File: config.mk
export PLATFORM = sky130hd
export DESIGN_NAME = line_buffer_ctrl
export DESIGN_NICKNAME = d
export VERILOG_FILES = /design/src/rtl/line_buffer_ctrl.sv
export SDC_FILE = /design/constraint.sdc
export NUM_CORES = 1
export LEC_CHECK = 0
export BUFFER_PORTS_ARGS = -buffer_cell sky130_fd_sc_hd__buf_2
export CORE_UTILIZATION = 39
export DETAILED_ROUTE_END_ITERATION = 7
export GPL_ROUTABILITY_DRIVEN = 0
export MAX_ROUTING_LAYER = met4
export PLACE_DENSITY = 0.71
export SLEW_MARGIN = 40
export SYNTH_ARGS = -nofsm -noshare
export SYNTH_HDL_FRONTEND = slang
export SYNTH_SLANG_ARGS = --single-unit
File: constraint.sdc
create_clock -name clk -period 2.98 [get_ports clk]
set_clock_uncertainty 0.05 [all_clocks]
set_input_delay 0 -clock clk [delete_from_list [all_inputs] [get_ports clk]]
set_output_delay 0 -clock clk [all_outputs]
set_load 0.01 [all_outputs]
File: src/rtl/line_buffer_ctrl.sv
// Frame sequencer for the HOG line-buffer chain: pixel handshake, raster counters, window qualifiers.
// Optional statistics (frame_count, stall_count) are compiled in when LB_CTRL_STATS_EN is defined.
module line_buffer_ctrl #(
    parameter  int DATA_WIDTH   = 8,
    parameter  int IMG_WIDTH    = 854,
    parameter  int IMG_HEIGHT   = 480,
    parameter  int KERNEL_WIDTH = 3,
    localparam int XW           = $clog2(IMG_WIDTH),
    localparam int YW           = $clog2(IMG_HEIGHT)
) (
    input  logic                  clk,
    input  logic                  rst,
    input  logic                  start,
    input  logic [DATA_WIDTH-1:0] s_data,
    input  logic                  s_valid,
    output logic                  s_ready,
    output logic [DATA_WIDTH-1:0] lb_w_data,
    output logic                  lb_w_valid,
    input  logic                  lb_w_ready,
    output logic                  busy,
    output logic                  win_valid,
    output logic                  win_border,
    output logic [XW-1:0]         win_x,
    output logic [YW-1:0]         win_y,
    output logic                  frame_done
`ifdef LB_CTRL_STATS_EN
    ,
    output logic [15:0]           frame_count,
    output logic [31:0]           stall_count
`endif
);

    typedef enum logic [1:0] {
        IDLE,
        FILL,
        RUN,
        DONE
    } state_t;

    localparam logic [XW-1:0] COL_LAST = XW'(IMG_WIDTH - 1);
    localparam logic [YW-1:0] ROW_LAST = YW'(IMG_HEIGHT - 1);
    localparam logic [YW-1:0] FILL_ROW = YW'(KERNEL_WIDTH - 2);
    localparam logic [XW-1:0] KM1_X    = XW'(KERNEL_WIDTH - 1);
    localparam logic [YW-1:0] KM1_Y    = YW'(KERNEL_WIDTH - 1);

    state_t        state, state_next;
    logic [XW-1:0] col;
    logic [YW-1:0] row;
    logic          accept;
    logic          col_last;
    logic          row_last;
    logic          in_run;

    assign busy       = (state == FILL) || (state == RUN);
    assign in_run     = (state == RUN);
    assign s_ready    = lb_w_ready && busy;
    assign accept     = s_valid && s_ready;
    assign lb_w_valid = accept;
    assign lb_w_data  = s_data;
    assign col_last   = (col == COL_LAST);
    assign row_last   = (row == ROW_LAST);
    // DONE is entered on the last accept, so frame_done lines up with that pixel's window.
    assign frame_done = (state == DONE);

    // NOTE: every output of this block gets a default first so no path can infer a latch.
    always_comb begin
        state_next = state;
        unique case (state)
            IDLE: if (start) state_next = FILL;
            FILL: if (accept && row == FILL_ROW && col_last) state_next = RUN;
            RUN:  if (accept && row_last && col_last) state_next = DONE;
            DONE: state_next = IDLE;
            default: state_next = IDLE;
        endcase
    end

    // NOTE: sequential state uses non-blocking assignments so all registers update from pre-edge values.
    always_ff @(posedge clk or posedge rst) begin
        if (rst) begin
            state <= IDLE;
        end else begin
            state <= state_next;
        end
    end

    always_ff @(posedge clk or posedge rst) begin
        if (rst) begin
            col <= '0;
            row <= '0;
        end else if (state == IDLE && start) begin
            col <= '0;
            row <= '0;
        end else if (accept) begin
            if (col_last) begin
                col <= '0;
                row <= row_last ? '0 : row + 1'b1;
            end else begin
                col <= col + 1'b1;
            end
        end
    end

    // Qualifiers trail the accept by one cycle to meet the line-buffer read data.
    always_ff @(posedge clk or posedge rst) begin
        if (rst) begin
            win_valid  <= 1'b0;
            win_border <= 1'b0;
            win_x      <= '0;
            win_y      <= '0;
        end else begin
            win_valid  <= accept && in_run && (col >= KM1_X);
            win_border <= accept && in_run && (col < KM1_X);
            if (accept && in_run && (col >= KM1_X)) begin
                win_x <= col - KM1_X;
                win_y <= row - KM1_Y;
            end else begin
                win_x <= '0;
                win_y <= '0;
            end
        end
    end

`ifdef LB_CTRL_STATS_EN
    always_ff @(posedge clk or posedge rst) begin
        if (rst) begin
            frame_count <= '0;
            stall_count <= '0;
        end else begin
            if (state == DONE) begin
                frame_count <= frame_count + 1'b1;
            end
            if (state == IDLE && start) begin
                stall_count <= '0;
            end else if (busy && s_valid && !lb_w_ready && stall_count != '1) begin
                stall_count <= stall_count + 1'b1;
            end
        end
    end
`endif

endmodule

==> run metrics <==
clk slew on worst S/H paths 80 ps; Starting Density 0.4065; global-route wire length before repair 7100 µm; R2R Setup Slk 340 ps; DR iter-0 viols 129; Routed WL per cell 12.05 µm; DP Area 0.002386 mm²; Mean Syn Cell Area 9.366 µm²; Synth Area in Simple Gates 0.1996; number of antenna violations at the first check in global routing 0; Final Cell Area 0.002582 mm²; Die X 77.76 µm; Critical Path RT 3110 ps; startpoint class of the critical path flop; NumNets Final 295; vias in the first global route 1517; Placeable Area 0.005507 mm²; worst flop-to-flop path endpoint state[1]$_DFFE_PP0P_; Worst Path Class, Setup reg -> reg; register area share after synthesis 0.4695; Final Hold Viols 0; cell row count 27; mux cell area share after synthesis 0.005031; max-slew violations 0; Peak supply drop 0.3002 mV; Layout Cells excl Fill 341; Worst-Margin Slew 657.2 ps; dominant synthesized flop cell dfrtp_1; post-synth cell types 38; CP arrival 2770 ps; largest family of logic cells by synthesized area simple AND/OR/NAND/NOR gates; RSZ-0062 raised after global routing no; post-synth top area cell dfrtp_1; r2r worst-path depth 7; most frequent cell after synthesis dfrtp_1; clock sink total 42; Synth Instances 239; critical path fanouts, max 6; CTS tree yes; Remaining DRCs 0; sum of negative setup slack 0 ps; minimum hold slack 146.7 ps; routed via count 1701; total CTS buffers 5; antenna-violating nets left 0; htree depth 2; Ant. Diodes 0; maximum root-to-sink buffer count 2; post-synthesis compound-gate area fraction 0.1012; # setup viols final 0; final core occ 0.4690; pwr/cell area 623.3 mW/mm²; Inst Count DP 324; #FFs+latches synth 42; Worst Hold End col[0]$_DFFE_PP0P_; total grt overflow 0; Hold Path Class in -> reg; I/O pin count 46; status complete, no violations; Worst Setup End Kind flop; Slew Limit Headroom 0.5561; Synth warnings 0; most frequent cells after synthesis 42 x dfrtp_1, 37 x nor2_1, 23 x nand2_1; number of flops mapped to enable cells by yosys 0; clock latency on the worst-skew pair 290 ps; GRT Util Overall 0.1519; Tmin final 2639 ps; reg2reg start state[0]$_DFFE_PP0P_; Final Cycle Share 0.8855; Area Overhead vs Synth 15.37%; Root Buffer clkbuf_8; buffer count from post-CTS setup fixing 0; XOR/XNOR share of the synthesized area 0.07043; Hold-fix buffers, CTS 9; top cells by area, synth dfrtp_1 47%, ha_1 7.8%, nor2_1 6.2%; Pre-antenna DRT Iters 4; largest net degree at the start of global routing 43; post-synth top area share 0.4695; adder-cell share of the synthesized area 0.07826; height of the die 77.76 µm; maximum clock rate 0.3789 GHz; CTS resizes 0; asr flop ratio synth 1.000; Port Buffers 29; share of layout cells above drive strength 1 0.1599; Synth Net Count 266; hold_sp s_valid; hold path depth 4; Die Footprint 0.006047 mm²; WL final 4108 µm; max-cap violations 0; Leak 1.363 nW; Mapped Area 0.002238 mm²; DP HPWL 2873 µm; via density per instance 4.988
==> worst max-delay path by stage <==
stage                               startpoint                   end  slack, ps  cells past startpoint
final                     state[0]$_DFFE_PP0P_  state[1]$_DFFE_PP0P_        340                      7
after CTS                 state[0]$_DFFE_PP0P_  state[1]$_DFFE_PP0P_        340                      7
after floorplan           state[0]$_DFFE_PP0P_  state[1]$_DFFE_PP0P_        520                      7
after global placement    state[0]$_DFFE_PP0P_  state[1]$_DFFE_PP0P_        500                      7
after global routing      state[0]$_DFFE_PP0P_  state[1]$_DFFE_PP0P_        190                      7
after detailed placement  state[0]$_DFFE_PP0P_  state[1]$_DFFE_PP0P_        360                      7
==> layout make-up <==
| type | count | area [µm²] |
|---|---|---|
| Inverter | 14 | 52.55 |
| Clock inverter | 1 | 30.03 |
| Sequential cell | 42 | 1051 |
| Fill cell | 508 | 2924 |
| Clock buffer | 7 | 76.32 |
| Multi-Input combinational cell | 163 | 1017 |
| Tap cell | 72 | 90.09 |
| Timing Repair Buffer | 42 | 265.3 |
==> critical path, cell delays in order, from the launching register on <==
cell	delay [ps]
dfrtp_1	410
inv_1	100
ha_1	340
nand3_1	200
or4_4	540
a221o_1	340
a21oi_1	190
mux2_2	360
==> cells in the final DEF, fill, tap and decap left out, types with 2 or more instances in the layout <==
master	instances
nand4_1	4
and2_1	3
a21oi_1	11
nand2b_1	2
inv_1	14
nor3_1	6
and3_1	3
xnor2_1	8
nand3_1	3
dlygate4sd3_1	9
clkbuf_8	5
o21ai_0	11
nor2_1	37
o31ai_1	2
nand2_1	23
ha_1	14
buf_2	29
xor2_1	10
or3_1	5
buf_4	4
nor4_1	4
o41ai_1	2
dfrtp_1	42
clkbuf_1	2
==> registers in the layout (all words and copies together), names as in the netlist <==
register / cells
win_border: 1
win_x: 10
win_valid: 1
win_y: 9
col: 10
row: 9
state: 2
==> kinds of logic (layout without fill, tap and decap cells) <==
group | after synthesis | count (layout)
AND/OR/NAND/NOR | 95 | 95
AO/OA/AOI/OAI | 35 | 35
multiplexers | 1 | 1
buffers and inverters | 34 | 64
flip-flops | 42 | 42
adder cells (fa/ha/maj) | 14 | 14
XOR/XNOR | 18 | 18
==> power by group <==
group,internal (W),switching (W),leakage (nW)
combinational,0.000216,0.000295,0.731
clock,0.000251,0.000184,0.0524
sequential,0.000619,0.0000451,0.580
==> layer usage <==
| layer | routed length (µm) | GRT usage |
|---|---|---|
| met2 | 1733 | 0.2124 |
| met3 | 266 | 0.02588 |
| met5 | 0 | - |
| met1 | 2030 | 0.2155 |
| met4 | 78 | 0.06415 |
==> metrics by stage <==
stage          setup slack (ps)  total power, W
2_1_floorplan             521.6        0.001044
3_3_place_gp              495.9        0.001157
3_5_place_dp              364.1        0.001172
4_1_cts                   340.2        0.001625
5_1_grt                   187.3        0.001729
6_report                  341.1        0.001610
No activity file was read; power rests on OpenSTA's default activity.
